--- src/rtl/pipe_trace_buffer_if.sv ---
// Output port bundle of the pipeline trace buffer: head-record valid/ready
// handshake plus the 72-bit record itself.
interface pipe_trace_buffer_if;
  logic        out_valid;
  logic        out_ready;
  logic [71:0] out_data;

  modport master (output out_valid, output out_data, input out_ready);
  modport slave  (input out_valid, input out_data, output out_ready);
endinterface

--- src/rtl/pipe_trace_buffer.sv ---
// Triggered pipeline trace buffer: snapshots fetch/ID info into a FIFO after
// pc hits trig_pc. Define TRACE_DEDUP_EN to collapse repeated stall samples.
module pipe_trace_buffer #(
  parameter int DEPTH = 16,
  parameter int PTR_W = 4
) (
  input  logic                 clock,
  input  logic                 reset,
  input  logic [31:0]          pc,
  input  logic [31:0]          inst,
  input  logic [1:0]           adep,
  input  logic [1:0]           bdep,
  input  logic                 loaddep,
  input  logic                 btaken,
  input  logic                 arm,
  input  logic [31:0]          trig_pc,
  input  logic                 stop,
  pipe_trace_buffer_if.master  trace,
  output logic [1:0]           state,
  output logic [PTR_W:0]       count
);

  typedef enum logic [1:0] {
    IDLE    = 2'd0,
    ARMED   = 2'd1,
    CAPTURE = 2'd2,
    DONE    = 2'd3
  } state_t;

  localparam logic [PTR_W:0] FULL = (PTR_W+1)'(DEPTH);
  localparam logic [PTR_W:0] ONE  = (PTR_W+1)'(1);

  state_t           cur_state, next_state;
  logic [71:0]      mem [DEPTH];
  logic [PTR_W-1:0] wr_ptr, rd_ptr;
  logic [PTR_W:0]   cap_cnt;
  logic [PTR_W:0]   count_after_wr;
  logic [71:0]      sample;
  logic             wr_en, pop, room, dup, cap_load, cap_inc;

  assign sample          = {pc, inst, adep, bdep, loaddep, btaken, 2'b00};
  assign pop             = trace.out_valid && trace.out_ready;
  assign room            = (count != FULL) || pop;
  assign count_after_wr  = count + ONE - (PTR_W+1)'(pop);
  assign trace.out_valid = (count != '0);
  assign trace.out_data  = mem[rd_ptr];
  assign state           = cur_state;

`ifdef TRACE_DEDUP_EN
  logic [31:0] last_pc, last_inst;
  logic        last_ok;

  always_ff @(posedge clock or posedge reset) begin
    if (reset) begin
      last_pc   <= '0;
      last_inst <= '0;
      last_ok   <= 1'b0;
    end else if (wr_en) begin
      last_pc   <= pc;
      last_inst <= inst;
      last_ok   <= 1'b1;
    end
  end

  assign dup = (cur_state == CAPTURE) && last_ok && (pc == last_pc) && (inst == last_inst);
`else
  assign dup = 1'b0;
`endif

  always_ff @(posedge clock or posedge reset) begin
    if (reset) cur_state <= IDLE;
    else       cur_state <= next_state;
  end

  // A capture ends after DEPTH writes or once the FIFO fills, whichever comes first.
  always_comb begin
    next_state = cur_state;
    wr_en      = 1'b0;
    cap_load   = 1'b0;
    cap_inc    = 1'b0;
    case (cur_state)
      IDLE: begin
        if (arm) next_state = ARMED;
      end
      ARMED: begin
        if (!arm) begin
          next_state = IDLE;
        end else if (pc == trig_pc) begin
          if (room) begin
            wr_en      = 1'b1;
            cap_load   = 1'b1;
            next_state = (count_after_wr == FULL) ? DONE : CAPTURE;
          end else begin
            next_state = DONE;
          end
        end
      end
      CAPTURE: begin
        if (stop || !room) begin
          next_state = DONE;
        end else if (!dup) begin
          wr_en   = 1'b1;
          cap_inc = 1'b1;
          if ((cap_cnt + ONE == FULL) || (count_after_wr == FULL)) next_state = DONE;
        end
      end
      DONE: begin
        if ((count == '0) && !arm) next_state = IDLE;
      end
      default: next_state = IDLE;
    endcase
  end

  always_ff @(posedge clock or posedge reset) begin
    if (reset) begin
      wr_ptr  <= '0;
      rd_ptr  <= '0;
      count   <= '0;
      cap_cnt <= '0;
    end else begin
      if (wr_en) wr_ptr <= wr_ptr + 1'b1;
      if (pop)   rd_ptr <= rd_ptr + 1'b1;
      case ({wr_en, pop})
        2'b10:   count <= count + ONE;
        2'b01:   count <= count - ONE;
        default: count <= count;
      endcase
      if (cap_load)     cap_cnt <= ONE;
      else if (cap_inc) cap_cnt <= cap_cnt + ONE;
    end
  end

  always_ff @(posedge clock) begin
    if (wr_en) mem[wr_ptr] <= sample;
  end

endmodule

--- src/flat_wrapper.sv ---
// flat-port wrapper written by rule: the top's interface ports become plain ports
module pipe_trace_buffer_flat 
#(
  parameter int DEPTH = 16,
  parameter int PTR_W = 4
)
  (clock, reset, pc, inst, adep, bdep, loaddep, btaken, arm, trig_pc, stop, state, count, trace_out_valid, trace_out_data, trace_out_ready);
  pipe_trace_buffer_if trace_i ();
  input  logic clock;
  input  logic reset;
  input  logic [31:0] pc;
  input  logic [31:0] inst;
  input  logic [1:0] adep;
  input  logic [1:0] bdep;
  input  logic loaddep;
  input  logic btaken;
  input  logic arm;
  input  logic [31:0] trig_pc;
  input  logic stop;
  output logic [1:0] state;
  output logic [PTR_W:0] count;
  output wire logic [$bits(trace_i.out_valid)-1:0] trace_out_valid;
  output wire logic [$bits(trace_i.out_data)-1:0] trace_out_data;
  input wire logic [$bits(trace_i.out_ready)-1:0] trace_out_ready;
  assign trace_out_valid = trace_i.out_valid;
  assign trace_out_data = trace_i.out_data;
  assign trace_i.out_ready = trace_out_ready;
  pipe_trace_buffer #(.DEPTH(DEPTH), .PTR_W(PTR_W)) u_core (.clock(clock), .reset(reset), .pc(pc), .inst(inst), .adep(adep), .bdep(bdep), .loaddep(loaddep), .btaken(btaken), .arm(arm), .trig_pc(trig_pc), .stop(stop), .trace(trace_i), .state(state), .count(count));
endmodule
--- config.mk ---
export PLATFORM = sky130hd
export DESIGN_NAME = pipe_trace_buffer_flat
export DESIGN_NICKNAME = d
export VERILOG_FILES = /design/src/rtl/pipe_trace_buffer_if.sv /design/src/rtl/pipe_trace_buffer.sv /design/src/flat_wrapper.sv
export SDC_FILE = /design/constraint.sdc
export NUM_CORES = 1
export LEC_CHECK = 0
export CORE_MARGIN = 2
export CORE_UTILIZATION = 45
export CTS_BUF_LIST = sky130_fd_sc_hd__clkbuf_16
export DETAILED_ROUTE_END_ITERATION = 7
export GPL_ROUTABILITY_DRIVEN = 1
export GPL_TIMING_DRIVEN = 0
export HOLD_SLACK_MARGIN = 0.15
export PLACE_DENSITY_LB_ADDON = 0.15
export SETUP_SLACK_MARGIN = 0.05
export SLEW_MARGIN = 10
export SYNTH_ARGS = -nofsm -noshare
export SYNTH_HDL_FRONTEND = slang
export SYNTH_SLANG_ARGS = --single-unit
--- constraint.sdc ---
create_clock -name clock -period 7.85 [get_ports clock]
set_clock_uncertainty 0.2 [all_clocks]
set_input_delay 1.57 -clock clock [delete_from_list [all_inputs] [get_ports clock]]
set_output_delay 1.57 -clock clock [all_outputs]
set_load 0.02 [all_outputs]
---- Word-level counts from Yosys, hierarchy flattened ----
Memories as Yosys holds them, arrays and structs flattened.
Cells that the tools add are included.
operators by class
  $add $sub $neg .......................... 6
  eq/ne operators ......................... 13
  multiplexer cells ....................... 21
  reduce and logical (&&, ||, !) cells .... 13
operator list
  kind                                                   number
  equality test 32 bit                                   1
  2-to-1 mux 2 bit                                       7
  adder 5 x 1 -> 5 bit, second input constant            2
  equality test 5 bit, second input constant             2
  2-to-1 mux 5 bit                                       2
  case mux 5 bit (2 select lines)                        1
  2-to-1 mux 1 bit                                       9
  adder 4 x 1 -> 4 bit, second input constant            2
  case mux 2 bit (4 select lines)                        1
  equality test 2 bit, second input constant             3
  logical NOT 5 bit                                      1
  inequality test 5 bit, second input constant           1
  nonzero test 5 bit                                     1
  subtractor 5 x 1 -> 5 bit                              1
  subtractor 5 x 1 -> 5 bit, second input constant       1
  equality test 2 x 1 -> 1 bit, second input constant    2
  AND reduction 4 bit                                    1
  nonzero test 2 bit                                     2
  logical OR 1 bit                                       3
  inequality test 3 x 1 -> 1 bit, second input constant  1
  inequality test 3 x 2 -> 1 bit, second input constant  1
  logical AND 1 bit                                      2
  logical NOT 1 bit                                      2
  logical NOT 2 bit                                      1
  3 further kinds                                        3
word-level totals
  register bits ........................... 20
  RAM bits ................................ 1,120
  bits of input ports ..................... 107
  output and inout port bits .............. 80
  memories ................................ 1
memory list
  memory      words  width  read ports  clocked after Yosys merged registers in  wr ports  RTL line                 source
  u_core.mem  16     70     1           0                                        1         pipe_trace_buffer.sv:34  logic [71:0] mem [DEPTH];

---- Longest topological paths before layout ----
Gate-level depths: netlist (run 1).
  depth in word-level cells ............... 9
  mapped depth ............................ 12
  depth with buffers taken out ............ 11

---- Worst setup path before layout (run 1) ----
No wires, ideal clock.
  kind .................................... input to register
  start ................................... input trig_pc[28]
  end ..................................... memory u_core.mem[14][0] in the netlist's numbering (enable)
  arrival ................................. 5.882 ns
  path slack .............................. 1.270 ns
  stages on the path ...................... 6
  path buffers ............................ 0
  path through ............................ xor2_1 -> nor4_1 -> nand4_1 -> nor4_4 -> o211ai_1 -> nor2_1
between the ends
  word-level cells in the longest chain between the ends .. 6
ends and longest elaborated chain
  item                                    RTL line                  source
  start: declaration                      flat_wrapper.sv:18        input logic [31:0] trig_pc;
  equality test 32 bit                    pipe_trace_buffer.sv:88   end else if (pc == trig_pc) begin
  2-to-1 mux 1 bit                        pipe_trace_buffer.sv:88
  2-to-1 mux 1 bit                        pipe_trace_buffer.sv:86   if (!arm) begin
  case mux 1 bit (2 select lines)         pipe_trace_buffer.sv:81   case (cur_state)
  2-to-1 mux 1 bit                        pipe_trace_buffer.sv:134  if (wr_en) mem[wr_ptr] <= sample;
  2-to-1 mux 1 bit (implied by the code)  pipe_trace_buffer.sv:134
  end: declaration                        pipe_trace_buffer.sv:34
Every way passes these cells.

---- Worst setup path in the final report (run 1) ----
  start ................................... input pc[21]
  end ..................................... memory u_core.mem[14][19] in the netlist's numbering (enable)
between the ends
  word-level cells in the longest chain between the ends .. 6
ends and longest elaborated chain
  item                                    RTL line                  source
  start: declaration                      flat_wrapper.sv:11        input logic [31:0] pc;
  equality test 32 bit                    pipe_trace_buffer.sv:88
  2-to-1 mux 1 bit                        pipe_trace_buffer.sv:88
  2-to-1 mux 1 bit                        pipe_trace_buffer.sv:86
  case mux 1 bit (2 select lines)         pipe_trace_buffer.sv:81
  2-to-1 mux 1 bit                        pipe_trace_buffer.sv:134
  2-to-1 mux 1 bit (implied by the code)  pipe_trace_buffer.sv:134
Every way passes these cells.

==> results.json, run 1 <==
{
  "numPortBuffers": 184,
  "dp_hpwl_mm": 66.8,
  "drive_gt1_share_pct": 28.3,
  "fin_crit_ps": 6160,
  "switching_share_pct": 29.5,
  "min_from": "u_core.wr_ptr[2]",
  "via_count": 20100,
  "coreArea_um2": 96400,
  "synth_area_um2": 43600,
  "postCtsSetupBuffers": 0,
  "die_x_um": 315,
  "setup_viol": 0,
  "power.switching_mw": 5.19,
  "pwr_density_cell_nw_per_um2": 336,
  "fin_crit_sh_pct": 78.5,
  "p_comb_share_pct": 31.7,
  "final_common_cell": "edfxtp_1",
  "ios": 187,
  "whs_path_depth": 1,
  "holdBufCountCts": 0,
  "routed_wl_mm": 107,
  "cts_tree": "done",
  "top_usage_layer": "met2",
  "clkPwrFrac_pct": 29.4,
  "reg2regPathDepth": 10,
  "area_delta_synth_final_pct": 19.7,
  "die_h_um": 315,
  "grt_pass1_wl_mm": 151,
  "ys_seq_elements": 1140,
  "p_leak_nw": 16.4,
  "rsz0062_at_grt": "false",
  "hold_path.class": "reg2reg",
  "clk_pin_slew_ps": 60,
  "power_frac_seq_pct": 39.0,
  "outcome": "finished clean",
  "critPathMaxStageDelay_ps": 820,
  "clkSinkCount": 1140,
  "drt-pass1-iter-count": 5,
  "cts_inserted_buffers": 115,
  "global_route.usage.met3_pct": 4.03,
  "antenna_found_initial": 4,
  "die_area_um2": 99400,
  "mostFrequentLayoutCells": "edfxtp_1, mux4_2, clkdlybuf4s50_1",
  "synth_cells": 1746,
  "viasPerCell": 5.77,
  "clock_latency_ps": 680,
  "crit_type": "in2reg",
  "grt_max_degree": 22,
  "rr_startpoint": "u_core.count[0]",
  "tightest_slew_ps": 1230,
  "cp_common_cell": "buf_16",
  "max_freq_mhz": 162,
  "yosysSeqAreaShare_pct": 78.3,
  "p_int_mw": 12.4,
  "initial_core_util_pct": 45.2,
  "ant_nets": 0,
  "fin_nets": 2236,
  "crit_arrival_ps": 6330,
  "crit_fanout": 18,
  "post_cts_resized": 0,
  "grt_use_met1_pct": 30.1,
  "crit_chain": "clkdlybuf4s50_1, xor2_1, nor4_1, nand2_1, nor4_4, o211ai_1, nor2_4, buf_16, buf_16, buf_12",
  "place_congestion": 0.742,
  "cp.required_ps": 8020,
  "drv_cap": 0,
  "worst_setup_path_start_kind": "input port",
  "grtUsageTotal_pct": 21.8,
  "drc": 0,
  "htreeDepth": 3,
  "cp_slowest_cell": "clkdlybuf4s50_1",
  "gr-total-overflow": 0,
  "irDropWorstVdd_uv": 210,
  "regToRegSetupSlack_ps": 3760,
  "hold_end": "u_core.wr_ptr[2]",
  "finalSetupTns_ps": 0,
  "ys_types": 43,
  "synth_area_per_cell_um2": 25.0,
  "cts_buffer_depth": 3,
  "rows": 114,
  "hold_viol": 0,
  "r2r-end": "u_core.mem[14][19]",
  "yosysWarnings": 0,
  "post_drt_wl_per_cell_um": 30.5,
  "maxSlewHeadroom_pct": 17.9,
  "endpoint_kind": "flip-flop",
  "finalMaxSlewViolations": 0,
  "postPlaceCellArea_um2": 48600,
  "fin_area_um2": 52200,
  "met2_usage_pct": 35.5,
  "clockRootBuffer": "clkbuf_16",
  "drt_iter0_drc": 2190,
  "grt_pass1_vias": 21200
}
critical path, delay by kind of cell:
family	cells	cell delay, ps
simple gates	4	2430
buf+inv	4	1430
compound gates	1	530
xor+xnor	1	310
synthesized netlist by cell type, drive strengths merged:
library cell | n | share of area, %
ha | 16 | 0.46
o211a | 1 | 0.023
or4b | 2 | 0.046
nor2b | 1 | 0.014
a21bo | 1 | 0.023
nand4 | 4 | 0.057
o21ai | 6 | 0.077
inv | 9 | 0.077
nor3 | 1 | 0.011
conb | 1 | 0.0086
and2 | 1 | 0.014
o22a | 2 | 0.040
or2 | 1 | 0.014
dfrtp | 20 | 1.1
o311ai | 1 | 0.020
and3 | 1 | 0.014
edfxtp | 1120 | 77
mux2i | 3 | 0.069
a21oi | 4 | 0.046
nand2b | 5 | 0.072
a2bb2oi | 1 | 0.020
and3b | 1 | 0.020
xor2 | 39 | 0.78
xnor2 | 9 | 0.18
buf | 40 | 0.44
nand4b | 3 | 0.060
nor4 | 9 | 0.16
a31oi | 1 | 0.014
nor2 | 23 | 0.20
o211ai | 3 | 0.052
nand2 | 12 | 0.10
mux2 | 2 | 0.052
clkbuf | 47 | 0.40
nand3 | 4 | 0.046
mux4 | 350 | 18
o2111ai | 2 | 0.040
power groups by stage:
stage	registers, mW	logic [mW]	clock network (mW)
finish	6.84	5.56	5.16
global route	6.85	5.89	5.50
CTS	6.84	5.69	5.26
detailed placement	6.97	5.68	0
global placement	6.98	5.59	0
floorplan	6.98	3.46	0
flip-flops by register name, summed over array words and instances (netlist names), named ones only:
register	flops
u_core.cap_cnt	5
u_core.mem	1120
u_core.rd_ptr	4
u_core.count	5
u_core.state	1
u_core.wr_ptr	4
layout make-up:
class	count	area, µm²
diodes	4	10.0
plain buffers	87	369
clock buffers	117	2930
clock inverters	96	643
fillers	7252	44200
inverters	9	33.8
multi-input cells	511	9210
flip-flops and latches	1140	34100
well taps	1276	1600
repair buffers	249	3290
worst max-delay path by stage:
stage | depth (start not counted) | slack, ps | end | startpoint
floorplan | 6 | 1270 | u_core.mem[14][0] | trig_pc[28]
global placement | 7 | -4790 | u_core.mem[6][1] | pc[0]
detailed placement | 10 | 1000 | u_core.mem[14][26] | pc[0]
CTS | 10 | 1750 | u_core.mem[14][25] | pc[0]
global route | 10 | 1400 | u_core.mem[14][25] | pc[0]
finish | 10 | 1690 | u_core.mem[14][19] | pc[21]
layer usage:
layer	up-vias	part of all wire (%)
li1	8310	-
met1	10900	41
met2	759	50
met3	139	6.9
met4	2	2.8
met5	-	0.0085
stage by stage:
| step | util, % | hold WS (ps) | instances | power [mW] | worst slack (ps) |
|---|---|---|---|---|---|
| 4_1_cts | 54.1 | 325 | 3485 | 17.8 | 1750 |
| 3_3_place_gp | 48.8 | 311 | 3207 | 12.6 | -4790 |
| 2_1_floorplan | - | 288 | 1747 | 10.4 | 1270 |
| 5_1_grt | 54.1 | 360 | 3486 | 18.2 | 1400 |
| 6_report | 54.1 | 338 | 3489 | 17.6 | 1690 |
| 3_5_place_dp | 50.4 | 313 | 3272 | 12.6 | 1000 |
kinds of logic (layout without fill, tap and decap cells):
kind of cell / count (synthesis) / after routing / synth area share, %
adders and majority gates: 16 / 16 / 0.459
muxes: 355 / 355 / 18.2
buffers and inverters: 96 / 558 / 0.924
AOI/OAI and AO/OA: 22 / 22 / 0.356
other: 1 / 6 / 0.00860
xor gates and xnor gates: 48 / 48 / 0.964
and+or+nand+nor: 68 / 68 / 0.835
DFF: 1140 / 1140 / 78.3
(Power assumes the default switching activity.)
==> run 2: changes to the inputs <==
- clock period: 7.85 -> 5.45 ns (I/O delays scaled with it)
==> run 2 against run 1 <==
Worst setup slack worse by 1500 ps. Utilization up 0.24 points. Register-to-register slack got worse by 2100 ps. Via count grew 0.33%. Flip-flop and latch count stayed put. Sequential share of layout area down 0.29 points. Wire length grew 0.53%. Cell count grew 0.29%. Sequential power is 44% higher. Critical path depth fell by 5. Total power rose by 45%. Worst hold slack lost 14 ps.
==> results.json, run 2 (synthesis gave the netlist of run 1 again) <==
{
  "outcome": "finished clean",
  "power.switching_mw": 7.50,
  "crit_type": "reg2out",
  "postPlaceCellArea_um2": 48600,
  "htreeDepth": 3,
  "fin_crit_ps": 5300,
  "cp_common_cell": "mux4_2",
  "regMostFlops": "u_core.mem",
  "ios": 187,
  "crit_buf_inv": 3,
  "die_area_um2": 99400,
  "final_common_cell": "edfxtp_1",
  "fin_crit_sh_pct": 97.2,
  "finalMaxSlewViolations": 0,
  "grt_pass1_vias": 21300,
  "setup_viol": 0,
  "tightest_slew_ps": 1220,
  "irDropWorstVdd_uv": 306,
  "clock_latency_ps": 680,
  "grt_max_degree": 21,
  "pwr_density_cell_nw_per_um2": 487,
  "hold_viol": 0,
  "area_delta_synth_final_pct": 20.2,
  "cts_inserted_buffers": 115,
  "power_mw": 25.6,
  "cts_tree": "done",
  "drv_cap": 0,
  "rsz0062_at_grt": "true",
  "switching_share_pct": 29.3,
  "fin_area_um2": 52400,
  "gr-total-overflow": 0,
  "max_freq_mhz": 189,
  "p_leak_nw": 16.6,
  "dp_slack_ps": -838,
  "fin_nets": 2245,
  "maxSlewHeadroom_pct": 18.5,
  "holdBufCountCts": 0,
  "hold_path.class": "reg2reg",
  "die_h_um": 315,
  "ant_nets": 0,
  "mostFrequentLayoutCells": "edfxtp_1, mux4_2, clkdlybuf4s50_1",
  "die_x_um": 315,
  "grtUsageTotal_pct": 21.9,
  "drt_iter0_drc": 2330,
  "hold_end": "u_core.wr_ptr[2]",
  "cts_buffer_depth": 3,
  "clkPwrFrac_pct": 30.1,
  "rows": 114,
  "post_drt_wl_per_cell_um": 30.6,
  "largest_reg_flops": 1120,
  "via_count": 20200,
  "cp_slowest_cell": "clkdlybuf4s15_1",
  "postLayoutCoreUtil_pct": 54.4,
  "whs_path_depth": 1,
  "place_congestion": 0.740,
  "regToRegSetupSlack_ps": 1700,
  "clk_pin_slew_ps": 60,
  "top_regs": "u_core.mem (1120), u_core.cap_cnt (5), u_core.count (5)",
  "reg2regPathDepth": 9,
  "viasPerCell": 5.78,
  "finalSetupTns_ps": 0,
  "numPortBuffers": 184,
  "drc": 0,
  "crit_chain": "clkdlybuf4s15_1, buf_1, mux4_2, mux4_2, clkdlybuf4s50_1",
  "critPathTopFamily": "buffers and inverters",
  "endpoint_kind": "primary output",
  "layout_setup_ws_ps": 151,
  "antenna_found_initial": 8,
  "clockRootBuffer": "clkbuf_16",
  "coreArea_um2": 96400,
  "drt-pass1-iter-count": 7,
  "drive_gt1_share_pct": 29.8,
  "p_int_mw": 18.1,
  "rr_startpoint": "u_core.count[0]",
  "routed_wl_mm": 107,
  "grt_pass1_wl_mm": 153,
  "critPathMaxStageDelay_ps": 710,
  "r2r-end": "u_core.mem[11][52]",
  "crit_arrival_ps": 4010,
  "initial_core_util_pct": 45.2,
  "power_frac_seq_pct": 38.6,
  "cp.required_ps": 4160,
  "crit_fanout": 10,
  "min_from": "u_core.wr_ptr[2]",
  "clkSinkCount": 1140,
  "worst_setup_path_start_kind": "flip-flop",
  "dp_hpwl_mm": 66.8,
  "p_comb_share_pct": 31.3
}
-- run 2: layout make-up --
class,count,area [µm²]
Timing Repair Buffer,258,3350
Antenna cell,1,2.50
Clock buffer,118,2950
Clock inverter,99,763
Tap cell,1276,1600
Buffer,87,400
Multi-Input combinational cell,511,9210
Sequential cell,1140,34100
Inverter,9,33.8
Fill cell,7286,44000
-- run 2: worst max-delay path by stage --
stage          cells past startpoint              from                 end
3_5_place_dp                      11             pc[7]   u_core.mem[12][1]
6_report                           5  u_core.rd_ptr[1]  trace_out_data[13]
5_1_grt                            5  u_core.rd_ptr[1]  trace_out_data[13]
3_3_place_gp                       7             pc[7]   u_core.mem[4][26]
4_1_cts                            5  u_core.rd_ptr[1]  trace_out_data[41]
2_1_floorplan                      6       trig_pc[28]   u_core.mem[14][0]
-- run 2: power by group through the flow --
stage          combinational, mW  sequential (mW)  clock, mW
2_1_floorplan               4.98             10.1          0
3_3_place_gp                8.08             10.1          0
3_5_place_dp                8.17             10.0          0
4_1_cts                     8.19             9.85       7.84
5_1_grt                     8.48             9.87       8.19
6_report                    8.01             9.86       7.69
-- run 2: layer usage --
metal | routed length (µm) | up-vias | track usage, %
met3 | 6940 | 130 | 4.10
met4 | 1800 | 12 | 4.61
li1 | - | 8343 | -
met5 | 72 | - | 0
met1 | 44300 | 11100 | 30.4
met2 | 54000 | 660 | 36.5
-- run 2: worst reg2reg max path, stage by stage, from the launching register on --
cell and delay [ps]:
dfrtp_1 520, inv_1 110, ha_1 230, nand4b_1 150, nand3_1 150, nor4_4 460
o21ai_2 400, nor2_4 740, buf_16 250, buf_12 220
-- run 2: timing repair --
item,4_1_cts,5_1_grt
endpoints found under the setup margin,153,106
buffers inserted,3,6
gates resized for setup,17,18
pin swaps,1,4
-- run 2: metrics by stage --
step	hold WS, ps	instances
after global routing	357	3498
final	324	3499
after floorplan	288	1747
after global placement	308	3207
after detailed placement	311	3272
after CTS	324	3492
==> run 3: changes to the inputs <==
- PLACE_DENSITY: not set -> 0.72
- PLACE_DENSITY_LB_ADDON: 0.15 -> not set
==> run 3 against run 2 <==
Wire length down 1.8%. Largest power group unchanged. Largest cell class unchanged. Non-clock buffer count is 6 lower. Global-route usage down 0.55 points. Die area unchanged. Clock power is 5.1% lower. Critical path type unchanged. Combinational power hardly changed. Critical path depth unchanged. Worst hold slack improved by 13 ps. Sequential power about the same. Count of clock-buffer cells in the layout shrank 8.
==> results.json, run 3 (synthesis gave the netlist of run 1 again) <==
{
  "whs_path_depth": 1,
  "top_regs": "u_core.mem (1120), u_core.cap_cnt (5), u_core.count (5)",
  "tightest_slew_ps": 1140,
  "rr_startpoint": "u_core.count[0]",
  "largest_reg_flops": 1120,
  "irDropWorstVdd_uv": 405,
  "via_count": 20400,
  "instances_no_fill": 3476,
  "p_leak_nw": 16.4,
  "hold_viol": 0,
  "place_congestion": 0.775,
  "max_freq_mhz": 188,
  "maxSlewHeadroom_pct": 24.1,
  "power_frac_seq_pct": 39.2,
  "clock_latency_ps": 670,
  "outcome": "finished clean",
  "cts_buffer_depth": 3,
  "reg2regPathDepth": 11,
  "drc": 0,
  "clkSinkCount": 1140,
  "fin_crit_ps": 5310,
  "dp_hpwl_mm": 67.0,
  "coreArea_um2": 96400,
  "p_comb_share_pct": 31.8,
  "endpoint_kind": "primary output",
  "rows": 114,
  "crit_arrival_ps": 4020,
  "initial_core_util_pct": 45.2,
  "regToRegSetupSlack_ps": 1330,
  "grtUsageTotal_pct": 21.3,
  "fin_nets": 2233,
  "drive_gt1_share_pct": 28.8,
  "crit_type": "reg2out",
  "regMostFlops": "u_core.mem",
  "p_int_mw": 17.8,
  "worst_setup_path_start_kind": "flip-flop",
  "clkPwrFrac_pct": 29.0,
  "hold_end": "u_core.wr_ptr[2]",
  "cts_tree": "done",
  "finalSetupTns_ps": 0,
  "cp.required_ps": 4160,
  "fin_crit_sh_pct": 97.4,
  "drv_cap": 0,
  "r2r-end": "u_core.mem[4][3]",
  "grt_pass1_wl_mm": 150,
  "cts_inserted_buffers": 109,
  "antenna_found_initial": 5,
  "mostFrequentLayoutCells": "edfxtp_1, mux4_2, clkdlybuf4s50_1",
  "grt_max_degree": 22,
  "drt_iter0_drc": 2547,
  "viasPerCell": 5.86,
  "clockRootBuffer": "clkbuf_16",
  "power.switching_mw": 7.37,
  "finalMaxSlewViolations": 0,
  "min_from": "u_core.wr_ptr[2]",
  "rsz0062_at_grt": "false",
  "crit_fanout": 10,
  "clk_pin_slew_ps": 60,
  "hold_path.class": "reg2reg",
  "post_drt_wl_per_cell_um": 30.3,
  "setup_viol": 0,
  "placed_cells": 3267,
  "ios": 187,
  "routed_wl_mm": 105,
  "switching_share_pct": 29.3,
  "ant_nets": 0,
  "area_delta_synth_final_pct": 19.5,
  "gr-total-overflow": 0,
  "numPortBuffers": 184,
  "pwr_density_cell_nw_per_um2": 483,
  "final_common_cell": "edfxtp_1",
  "drt-pass1-iter-count": 5,
  "die_h_um": 315,
  "die_x_um": 315,
  "grt_pass1_vias": 21200,
  "die_area_um2": 99400,
  "htreeDepth": 3
}
==> run 3: final cells by class <==
cell class,count,area [µm²]
clock inverter,90,708
sequential,1140,34100
antenna,1,2.50
fill,7066,44300
tap,1276,1600
timing repair buffer,252,3250
multi-input combinational,511,9230
inverter,9,33.8
buffer,87,395
clock buffer,110,2750
==> run 3: how the worst max path moves through the flow <==
stage | start | to | slack [ps] | cells past startpoint
after floorplan | trig_pc[28] | u_core.mem[14][0] | -650 | 6
after global placement | pc[2] | u_core.mem[10][27] | -6530 | 7
after detailed placement | pc[2] | u_core.mem[7][27] | -1300 | 10
after CTS | u_core.rd_ptr[0] | trace_out_data[62] | 60 | 6
after global routing | u_core.rd_ptr[1] | trace_out_data[71] | 60 | 5
final | u_core.rd_ptr[1] | trace_out_data[4] | 140 | 5
==> run 3: stage by stage <==
| step | area [µm²] | hold slack, ps | worst slack [ps] | power [mW] | util [%] |
|---|---|---|---|---|---|
| final | 52100 | 337 | 139 | 25.2 | 54.0 |
| after global routing | 52100 | 360 | 60.6 | 26.1 | 54.0 |
| after CTS | 52000 | 333 | 59.1 | 25.4 | 54.0 |
| after detailed placement | 48500 | 320 | -1300 | 18.2 | 50.3 |
| after global placement | 47100 | 303 | -6530 | 18.0 | 48.8 |
| after floorplan | 43600 | 288 | -650 | 15.0 | - |
==> run 3: power groups by stage <==
stage / Combinational, mW / Clock, mW / Sequential [mW]
2_1_floorplan: 4.98 / 0 / 10.1
3_3_place_gp: 7.98 / 0 / 10.0
3_5_place_dp: 8.12 / 0 / 10.0
4_1_cts: 8.18 / 7.40 / 9.86
5_1_grt: 8.45 / 7.74 / 9.87
6_report: 8.01 / 7.30 / 9.86
==> run 3: critical path, cell delays in order, from the launching register on <==
cell             delay (ps)
dfrtp_1                 390
clkdlybuf4s15_1         710
clkbuf_1                710
mux4_2                  420
mux4_2                  550
clkdlybuf4s50_1         570
==> run 3: routing by layer <==
layer  global-route usage (%)  share of wire, %  vias to the layer above
li1                         -                 -                     8290
met1                     29.1                39                    10900
met2                     35.4                50                      981
met3                     4.55               8.3                      150
met4                     5.14               2.2                       10
met5                        0             0.058                        -
==> run 3: repair_timing <==
item | in CTS | in global routing
hold buffers | 0 | 0
pin swaps | 4 | 1
setup endpoints to repair | 724 | 206
buffers inserted | 4 | 4
resized for setup | 9 | 25
gates cloned | 0 | 0
